===== src/rtl/eth_pcs_pkg.sv =====
// Shared 10GBASE-R PCS definitions: sync header codes, block-sync states and default tunables.
package eth_pcs_pkg;

    localparam logic [1:0] SYNC_DATA = 2'b01;
    localparam logic [1:0] SYNC_CTRL = 2'b10;

    typedef enum logic [1:0] {
        UNLOCKED = 2'd0,
        HOLDOFF  = 2'd1,
        LOCKED   = 2'd2
    } blk_sync_state_t;

    localparam int LOCK_COUNT_DEF   = 64;
    localparam int ERR_LIMIT_DEF    = 16;
    localparam int SLIP_HOLDOFF_DEF = 32;
    localparam int BER_WINDOW_DEF   = 19531;
    localparam int BER_LIMIT_DEF    = 16;
    localparam int ERR_COUNT_MAX    = 127;

    function automatic logic hdr_is_valid(input logic [1:0] hdr);
        return (hdr == SYNC_DATA) || (hdr == SYNC_CTRL);
    endfunction

endpackage


===== src/rtl/eth_phy_10g_rx_ber_mon.sv =====
// BER monitor: free-running window, invalid-header count while locked, saturated
// per-window count and high-BER flag.
module eth_phy_10g_rx_ber_mon
    import eth_pcs_pkg::*;
#(
    parameter int BER_WINDOW = BER_WINDOW_DEF,
    parameter int BER_LIMIT  = BER_LIMIT_DEF
) (
    input  logic       clk,
    input  logic       rst_n,
    input  logic       hdr_invalid,
    input  logic       lock,
    output logic       high_ber,
    output logic [6:0] error_count
);

    localparam int WIN_W = (BER_WINDOW > 1) ? $clog2(BER_WINDOW) : 1;

    logic [WIN_W-1:0] win_cnt;
    logic [6:0]       err_cnt;
    logic [7:0]       err_total;
    logic [6:0]       err_sat;
    logic             win_end;

    assign win_end   = (win_cnt == WIN_W'(BER_WINDOW - 1));
    assign err_total = {1'b0, err_cnt} + 8'(hdr_invalid & lock);
    assign err_sat   = (err_total > 8'(ERR_COUNT_MAX)) ? 7'(ERR_COUNT_MAX) : err_total[6:0];

    always_ff @(posedge clk or negedge rst_n) begin
        if (!rst_n) begin
            win_cnt     <= '0;
            err_cnt     <= '0;
            high_ber    <= 1'b0;
            error_count <= '0;
        end else begin
            win_cnt <= win_end ? '0 : win_cnt + 1'b1;
            err_cnt <= win_end ? '0 : err_sat;
            // Published results only track while locked; an unlocked link reports no high BER.
            if (!lock) begin
                high_ber <= 1'b0;
            end else if (win_end) begin
                error_count <= err_sat;
                high_ber    <= (32'(err_sat) >= BER_LIMIT);
            end
        end
    end

endmodule


===== src/rtl/eth_phy_10g_rx_block_sync.sv =====
// 64b/66b receive block synchroniser: block-lock FSM with gearbox slip control, plus BER monitor.
//   state    | meaning
//   UNLOCKED | counting consecutive valid headers; invalid header requests a slip
//   HOLDOFF  | gearbox settling after a slip; headers ignored
//   LOCKED   | monitoring sets of LOCK_COUNT headers for ERR_LIMIT invalid ones
module eth_phy_10g_rx_block_sync
    import eth_pcs_pkg::*;
#(
    parameter int LOCK_COUNT   = LOCK_COUNT_DEF,
    parameter int ERR_LIMIT    = ERR_LIMIT_DEF,
    parameter int SLIP_HOLDOFF = SLIP_HOLDOFF_DEF,
    parameter int BER_WINDOW   = BER_WINDOW_DEF,
    parameter int BER_LIMIT    = BER_LIMIT_DEF
) (
    input  logic       clk,
    input  logic       rst_n,
    input  logic [1:0] rx_hdr,
    input  logic       rx_hdr_valid,
    output logic       rx_bitslip,
    output logic       rx_block_lock,
    output logic       rx_high_ber,
    output logic [6:0] rx_error_count
);

    localparam int SH_W   = $clog2(LOCK_COUNT + 1);
    localparam int INV_W  = $clog2(ERR_LIMIT + 1);
    localparam int HOLD_W = (SLIP_HOLDOFF > 1) ? $clog2(SLIP_HOLDOFF) : 1;
    localparam logic [HOLD_W-1:0] HOLD_LOAD = HOLD_W'(SLIP_HOLDOFF - 1);

    blk_sync_state_t   state, state_nxt;
    logic [SH_W-1:0]   sh_cnt, sh_nxt, sh_inc;
    logic [INV_W-1:0]  inv_cnt, inv_nxt, inv_inc;
    logic [HOLD_W-1:0] hold_cnt, hold_nxt;
    logic              slip_nxt;
    logic              hdr_good, hdr_bad;

    assign hdr_good = rx_hdr_valid & hdr_is_valid(rx_hdr);
    assign hdr_bad  = rx_hdr_valid & ~hdr_is_valid(rx_hdr);
    assign sh_inc   = sh_cnt + 1'b1;
    assign inv_inc  = inv_cnt + INV_W'(hdr_bad);

    always_ff @(posedge clk or negedge rst_n) begin
        if (!rst_n) begin
            state      <= UNLOCKED;
            sh_cnt     <= '0;
            inv_cnt    <= '0;
            hold_cnt   <= '0;
            rx_bitslip <= 1'b0;
        end else begin
            state      <= state_nxt;
            sh_cnt     <= sh_nxt;
            inv_cnt    <= inv_nxt;
            hold_cnt   <= hold_nxt;
            rx_bitslip <= slip_nxt;
        end
    end

    always_comb begin
        state_nxt = state;
        sh_nxt    = sh_cnt;
        inv_nxt   = inv_cnt;
        hold_nxt  = hold_cnt;
        slip_nxt  = 1'b0;
        unique case (state)
            UNLOCKED: begin
                if (hdr_bad) begin
                    slip_nxt  = 1'b1;
                    sh_nxt    = '0;
                    inv_nxt   = '0;
                    hold_nxt  = HOLD_LOAD;
                    state_nxt = HOLDOFF;
                end else if (hdr_good) begin
                    if (sh_inc == SH_W'(LOCK_COUNT)) begin
                        sh_nxt    = '0;
                        inv_nxt   = '0;
                        state_nxt = LOCKED;
                    end else begin
                        sh_nxt = sh_inc;
                    end
                end
            end
            HOLDOFF: begin
                if (hold_cnt == '0) begin
                    state_nxt = UNLOCKED;
                end else begin
                    hold_nxt = hold_cnt - 1'b1;
                end
            end
            LOCKED: begin
                // Error limit is tested first so it wins on the last header of a set.
                if (rx_hdr_valid) begin
                    if (inv_inc == INV_W'(ERR_LIMIT)) begin
                        slip_nxt  = 1'b1;
                        sh_nxt    = '0;
                        inv_nxt   = '0;
                        hold_nxt  = HOLD_LOAD;
                        state_nxt = HOLDOFF;
                    end else if (sh_inc == SH_W'(LOCK_COUNT)) begin
                        sh_nxt  = '0;
                        inv_nxt = '0;
                    end else begin
                        sh_nxt  = sh_inc;
                        inv_nxt = inv_inc;
                    end
                end
            end
            default: begin
                state_nxt = UNLOCKED;
                sh_nxt    = '0;
                inv_nxt   = '0;
                hold_nxt  = '0;
            end
        endcase
    end

    assign rx_block_lock = (state == LOCKED);

    eth_phy_10g_rx_ber_mon #(
        .BER_WINDOW (BER_WINDOW),
        .BER_LIMIT  (BER_LIMIT)
    ) u_ber_mon (
        .clk         (clk),
        .rst_n       (rst_n),
        .hdr_invalid (hdr_bad),
        .lock        (rx_block_lock),
        .high_ber    (rx_high_ber),
        .error_count (rx_error_count)
    );

endmodule


===== config.mk =====
export PLATFORM = sky130hd
export DESIGN_NAME = eth_phy_10g_rx_block_sync
export DESIGN_NICKNAME = d
export VERILOG_FILES = /design/src/rtl/eth_pcs_pkg.sv /design/src/rtl/eth_phy_10g_rx_ber_mon.sv /design/src/rtl/eth_phy_10g_rx_block_sync.sv
export SDC_FILE = /design/constraint.sdc
export NUM_CORES = 1
export LEC_CHECK = 0
export BUFFER_PORTS_ARGS = -buffer_cell sky130_fd_sc_hd__buf_2
export CAP_MARGIN = 20
export CORE_MARGIN = 10
export CORE_UTILIZATION = 35
export CTS_CLUSTER_DIAMETER = 30
export DETAILED_ROUTE_END_ITERATION = 10
export GPL_TIMING_DRIVEN = 0
export PLACE_DENSITY = 0.51
export SLEW_MARGIN = 5
export SYNTH_ARGS = -nofsm -noshare
export SYNTH_HDL_FRONTEND = slang
export SYNTH_SLANG_ARGS = --single-unit

===== constraint.sdc =====
create_clock -name clk -period 3.3 [get_ports clk]
set_input_delay 0.33 -clock clk [delete_from_list [all_inputs] [get_ports clk]]
set_output_delay 0.33 -clock clk [all_outputs]
set_load 0.05 [all_outputs]

# [Word level (Yosys, flattened, before mapping)]
# Cells that the tools add are included.
[op_classes] n_addsub=5 n_lt_le_gt_ge=2 n_eq_ne=15 muxes=34 bitwise=5 reduce_logical=8
[ops] operator="5-bit two-way mux" n=10
[ops] operator="7-bit two-way mux" n=7
[ops] operator="5-bit case mux with 3 select lines" n=2
[ops] operator="7-bit case mux with 3 select lines" n=1
[ops] operator="15-bit by 1-bit adder with 15-bit output, second input constant" n=1
[ops] operator="15-bit equality test, second input constant" n=1
[ops] operator="15-bit two-way mux" n=1
[ops] operator="2-bit two-way mux" n=6
[ops] operator="2-bit != test, second input constant" n=6
[ops] operator="7-bit by 8-bit adder with 8-bit output" n=1
[ops] operator="8-bit by 7-bit > comparator with 1-bit output, second input constant" n=1
[ops] operator="4-bit AND reduction" n=2
[ops] operator="7-bit by 1-bit adder with 7-bit output, second input constant" n=1
[ops] operator="7-bit equality test, second input constant" n=1
[ops] operator="7-bit by 5-bit greater-or-equal comparator with 1-bit output, second input constant" n=1
[ops] operator="3-bit != test, second input constant" n=2
[ops] operator="2-bit case mux with 3 select lines" n=1
[ops] operator="5-bit by 1-bit adder with 5-bit output" n=1
[ops] operator="5-bit equality test, second input constant" n=1
[ops] operator="5-bit logical NOT" n=1
[ops] operator="1-bit two-way mux" n=5
[ops] operator="5-bit AND reduction" n=1
[ops] operator="5-bit by 1-bit subtractor with 5-bit output, second input constant" n=1
[ops] operator="2-bit by 1-bit equality test with 1-bit output, second input constant" n=2
[ops] operator="other kinds (8)" n=12
[totals] ff_bits=50 input_bits=5 output_inout_bits=10 word_cells=78

# [Longest topological paths before layout]
[depth] depth_word=11 mapped_depth=11 ltp_nobuf=11

# [By module]
# Synthesis repeated with hierarchy kept, for this count alone.
[unflattened] cells_unflattened=280 hier_area_um2=2723.9
[by_module_without_submodules] mod="eth_phy_10g_rx_ber_mon" instances=1 cells_each=129 area_each_um2=1412.6 seq_area_each_um2=750.7
[by_module_without_submodules] mod="eth_phy_10g_rx_block_sync" instances=1 cells_each=151 area_each_um2=1311.3 seq_area_each_um2=500.5

# [Worst setup path before layout]
# No wires, ideal clock.
[synth_path] kind="register to register" start="register state[1]" end="register u_ber_mon.error_count[6]" setup_time_ns=0.130 t_arrival_ns=2.155 slack_ns=1.015 path_stages_with_launch=11 n_path_buf=1 cell_sequence="dfrtp_1 > clkbuf_1 > nand2_1 > inv_2 > and3_1 > ha_1 > ha_1 > nand3_1 > or4_1 > nand2_1 > o21ai_1"
[synth_between] elab_chain_len=5 word_cells_on_any_way=6
[synth_rtl] element="from (decl)" line="eth_phy_10g_rx_block_sync.sv:30" source="blk_sync_state_t state, state_nxt;"
[synth_rtl] element="from (signal assigned)" line="eth_phy_10g_rx_block_sync.sv:50" source="state <= state_nxt;"
[synth_rtl] element="2-bit equality test (*)" line="eth_phy_10g_rx_block_sync.sv:116" source="assign rx_block_lock = (state == LOCKED);"
[synth_rtl] element="via rx_block_lock" line="eth_phy_10g_rx_block_sync.sv:20" source="output logic rx_block_lock,"
[synth_rtl] element="1-bit bitwise AND" line="eth_phy_10g_rx_ber_mon.sv:26" source="assign err_total = {1'b0, err_cnt} + 8'(hdr_invalid & lock);"
[synth_rtl] element="7-bit by 8-bit adder with 8-bit output" line="eth_phy_10g_rx_ber_mon.sv:26"
[synth_rtl] element="8-bit by 7-bit > comparator with 1-bit output" line="eth_phy_10g_rx_ber_mon.sv:27" source="assign err_sat = (err_total > 8'(ERR_COUNT_MAX)) ? 7'(ERR_COUNT_MAX) : err_total[6:0];"
[synth_rtl] element="7-bit two-way mux" line="eth_phy_10g_rx_ber_mon.sv:27"
[synth_rtl] element="to (signal assigned)" line="eth_phy_10g_rx_ber_mon.sv:42" source="error_count <= err_sat;"
[synth_rtl] element="to (decl)" line="eth_phy_10g_rx_ber_mon.sv:14" source="output logic [6:0] error_count"
# Mark *: on every way through the listed nets, which the timed path passes. The rest lies on a longest branch.
# A chain may end at the register's enable or synchronous reset.

# [Worst setup path in the final report]
[layout_path] start="input rx_hdr[1]" end="register sh_cnt[5]"
[layout_between] elab_chain_len=9 word_cells_on_any_way=14
[layout_rtl] element="from (decl)" line="eth_phy_10g_rx_block_sync.sv:17" source="input logic [1:0] rx_hdr,"
[layout_rtl] element="2-bit by 1-bit equality test with 1-bit output / 2-bit equality test (equally long branches)" line="eth_pcs_pkg.sv:21" source="return (hdr == SYNC_DATA) || (hdr == SYNC_CTRL);"
[layout_rtl] element="1-bit logical OR (*)" line="eth_pcs_pkg.sv:21"
[layout_rtl] element="1-bit NOT" line="eth_phy_10g_rx_block_sync.sv:38" source="assign hdr_bad = rx_hdr_valid & ~hdr_is_valid(rx_hdr);"
[layout_rtl] element="1-bit bitwise AND" line="eth_phy_10g_rx_block_sync.sv:38"
[layout_rtl] element="5-bit by 1-bit adder with 5-bit output" line="eth_phy_10g_rx_block_sync.sv:40" source="assign inv_inc = inv_cnt + INV_W'(hdr_bad);"
[layout_rtl] element="5-bit equality test" line="eth_phy_10g_rx_block_sync.sv:92" source="if (inv_inc == INV_W'(ERR_LIMIT)) begin"
[layout_rtl] element="7-bit two-way mux" line="eth_phy_10g_rx_block_sync.sv:92"
[layout_rtl] element="7-bit two-way mux" line="eth_phy_10g_rx_block_sync.sv:91" source="if (rx_hdr_valid) begin"
[layout_rtl] element="7-bit case mux with 3 select lines" line="eth_phy_10g_rx_block_sync.sv:64" source="unique case (state)"
[layout_rtl] element="to (signal assigned)" line="eth_phy_10g_rx_block_sync.sv:51" source="sh_cnt <= sh_nxt;"
[layout_rtl] element="to (decl)" line="eth_phy_10g_rx_block_sync.sv:31" source="logic [SH_W-1:0] sh_cnt, sh_nxt, sh_inc;"
# Mark *: on every way between the ends. The rest lies on a longest branch, timed or not. The select of a mux whose other input is x is not followed.

==> summary.md <==
| Metric | Value |
|---|---|
| Worst Skew | 0.00808 ns |
| Core Footprint | 7250 sq um |
| GRT overflow | 0 |
| Total wire length | 5500 um |
| Filler cells | 746 |
| Net count after synthesis | 293 |
| Gr usage total | 0.102 |
| Library cells used by synthesis | 49 |
| Via count | 2048 |
| First-pass GRT wire length | 9670 um |
| Design area | 2950 sq um |
| # Post-CTS Setup Buffers | 0 |
| Max-slew violations | 0 |
| PD cells | 483 nW/um^2 |
| Net Sw Frac | 0.298 |
| Inserted Clock Buffers | 5 |
| Hold-fix buffers, CTS | 0 |
| Slew margin rel. | 0.497 |
| CTS tree | built |
| Critical path launch point type | input pin |
| Syn Area/Cell | 9.40 sq um |
| FF-to-FF setup slack | 0.85 ns |
| Worst setup EP type | flip-flop |
| Clock transition at the registers of the reported paths | 0.09 ns |
| Asr flop ratio synth | 1.00 |
| P_sw | 0.424 mW |
| Post-place instance area | 2840 sq um |
| Max clock buf depth | 2 |
| Layout cells sized above 1 | 0.113 |
| Nets | 315 |
| Leak | 1.30 nW |
| Post-synthesis register bit count | 50 |
| CP Max Fanout | 6 |
| Mapped Area | 2620 sq um |
| Worst EP arrival | 2.83 ns |
| Post_cts resized | 0 |
| Reg-to-reg endpoint | u_ber_mon.error_count[6]$_DFFE_PN0P_ |
| IO Port Bufs | 14 |
| Clock latency on the worst-skew pair | 0.31 ns |
| Post-synth EDFFs | 0 |
| Worst r2r src | state[1]$_DFFE_PN0P_ |
| Die H | 107 um |
| Largest net degree at the start of global routing | 28 |
| Final Hold Viols | 0 |
| GPL Wtd Cong | 0.800 |
| Status | complete, no violations |
| Setup TNS | 0 ns |
| Post-route ant nets | 0 |
| Starting density of the core | 0.362 |
| CP Class | in2reg |
| VDD IR max | 0.179 mV |
| Max_cap viols | 0 |
| Clk sinks | 50 |
| FP Rows | 31 |
| Via density per instance | 5.11 |
| Die Wd | 107 um |
| Register Area | 1250 sq um |
| Most frequently used flop master after synthesis | dfrtp_1 |
| Area occupied by multi-input gates | 1300 sq um |
| Inserted Diodes | 0 |
| DR iter-0 viols | 77 |
| Final worst-path cycle share | 0.798 |
| Clk root buf | clkbuf_8 |
| Ys Warns | 0 |
| DR WL/cell | 13.7 um |
| Int Pwr | 1.00 mW |
| Die footprint | 11400 sq um |
| Clock share of power | 0.302 |
| Seq/Total Area, Yosys | 0.477 |
| Synth Instances | 279 |
| Min Clock Period, post-route | 2.63 ns |
| Vias in the first global route | 2054 |
| Register share of total power | 0.517 |
| Tightest Pin Transition | 0.755 ns |
| I/O pin count | 15 |
| Worst EP required | 3.50 ns |
| Fmax | 0.380 GHz |
| Initial antenna violation count | 0 |
| RSZ-0062 raised after global routing | false |
| H-tree level count | 2 |
| Min-Delay Path Class | in2async |
| Worst reg2reg path depth | 10 |
| Setup Viol. Count Final | 0 |
| Drt drc | 0 |
| Hpwl dp | 4000 um |
| Area growth, synth to finish | 12.4% |
| Pre-Repair DR Iteration Count | 4 |
| Combinational share of power | 0.181 |
-- worst max-delay path, stage by stage --
cell and delay, ns:
buf_2 0.10, xnor2_1 0.41, and2_1 0.24, ha_1 0.21, ha_1 0.27, xor2_1 0.10, nor3_1 0.47, a311o_1 0.42
o21ai_1 0.11, a21o_1 0.18
-- registers in the layout (all words and copies together) (netlist names) --
register	flops
sh_cnt	7
rx_bitslip	1
u_ber_mon.err_cnt	7
inv_cnt	5
hold_cnt	5
u_ber_mon.high_ber	1
state	2
u_ber_mon.win_cnt	15
u_ber_mon.error_count	7
-- power groups by stage --
stage	combinational (mW)	clock (mW)	sequential (mW)
floorplan	0.188	0	0.736
global placement	0.256	0	0.745
detailed placement	0.259	0	0.746
CTS	0.261	0.453	0.734
global route	0.298	0.476	0.747
finish	0.258	0.431	0.736
-- cell usage after synthesis, drive strengths merged (2+ instances only) --
cell type | instances | area (sq um)
nand4 | 8 | 50.1
a32o | 5 | 52.6
and3 | 4 | 25.0
nand2 | 35 | 131
xor2 | 5 | 43.8
o21ai | 19 | 95.1
o22ai | 3 | 18.8
xnor2 | 13 | 114
a31oi | 6 | 37.5
dfrtp | 50 | 1250
nor4 | 3 | 18.8
nor4b | 3 | 32.5
nor3 | 7 | 35.0
and4 | 2 | 17.5
a211o | 3 | 27.5
o211ai | 4 | 30.0
nor2b | 3 | 18.8
inv | 11 | 41.3
nand3 | 12 | 60.1
and2 | 4 | 27.5
nand2b | 2 | 12.5
clkbuf | 5 | 18.8
o31ai | 3 | 22.5
buf | 3 | 13.8
a21oi | 11 | 55.1
ha | 9 | 113
nor2 | 32 | 123
-- layout make-up --
type,count,area share
clock inverter,2,0.0127
buffer,8,0.0110
inverter,11,0.0140
multi-input combinational,210,0.440
sequential,50,0.425
timing repair buffer,15,0.0306
clock buffer,6,0.0246
tap,99,0.0420
-- through the flow --
| stage | worst slack, ns | power [mW] | hold WS [ns] | utilization | cells |
|---|---|---|---|---|---|
| 6_report | 0.668 | 1.42 | 0.0509 | 0.406 | 401 |
| 5_1_grt | 0.386 | 1.52 | 0.100 | 0.406 | 401 |
| 4_1_cts | 0.694 | 1.45 | 0.0725 | 0.406 | 401 |
| 3_5_place_dp | 0.382 | 1.01 | 0.415 | 0.391 | 393 |
| 3_3_place_gp | 0.325 | 1.00 | 0.461 | 0.388 | 392 |
| 2_1_floorplan | 1.01 | 0.924 | 0.0344 | - | 279 |
-- logic make-up (layout without fill, tap and decap cells) --
logic type                 after synthesis  count (layout)  synth area share
and+or+nand+nor                        120             120             0.225
adders and majority gates                9               9            0.0429
AOI/OAI and AO/OA                       62              62             0.163
DFF                                     50              50             0.477
buffers and inverters                   19              42            0.0281
muxes                                    1               1           0.00382
xor gates and xnor gates                18              18            0.0601
-- layer usage --
| metal | share of wire | global-route usage | routed length (um) | vias to the layer above |
|---|---|---|---|---|
| met3 | 0.044 | 0.0266 | 241 | 4 |
| met5 | 0 | 0 | 0 | - |
| met1 | 0.50 | 0.137 | 2750 | 969 |
| met2 | 0.44 | 0.155 | 2440 | 32 |
| li1 | - | - | - | 1043 |
| met4 | 0.012 | 0.0348 | 68 | 0 |
-- layout by cell type, fill, tap and decap left out, drive strengths merged, types with 2 or more instances in the layout --
master	n
and3	4
nor4	3
nor2b	3
o31ai	3
nor4b	3
o211ai	4
nand4	8
nand2b	2
a21oi	11
nor3	7
xnor2	13
a211o	3
nor2	32
clkbuf	11
and4	2
o21ai	19
a31oi	6
dfrtp	50
a32o	5
and2	4
xor2	5
nand2	35
o22ai	3
ha	9
inv	11
nand3	12
buf	18
-- worst max path at each step --
stage | from | to | slack, ns | depth (start not counted)
floorplan | state[1]$_DFFE_PN0P_ | u_ber_mon.error_count[6]$_DFFE_PN0P_ | 1.01 | 10
global placement | rx_hdr[1] | sh_cnt[5]$_DFFE_PN0P_ | 0.32 | 10
detailed placement | rx_hdr[1] | sh_cnt[5]$_DFFE_PN0P_ | 0.38 | 10
CTS | rx_hdr[1] | sh_cnt[5]$_DFFE_PN0P_ | 0.69 | 10
global route | rx_hdr[1] | sh_cnt[5]$_DFFE_PN0P_ | 0.39 | 10
finish | rx_hdr[1] | sh_cnt[5]$_DFFE_PN0P_ | 0.67 | 10
Power figures use the tool's default switching activity.
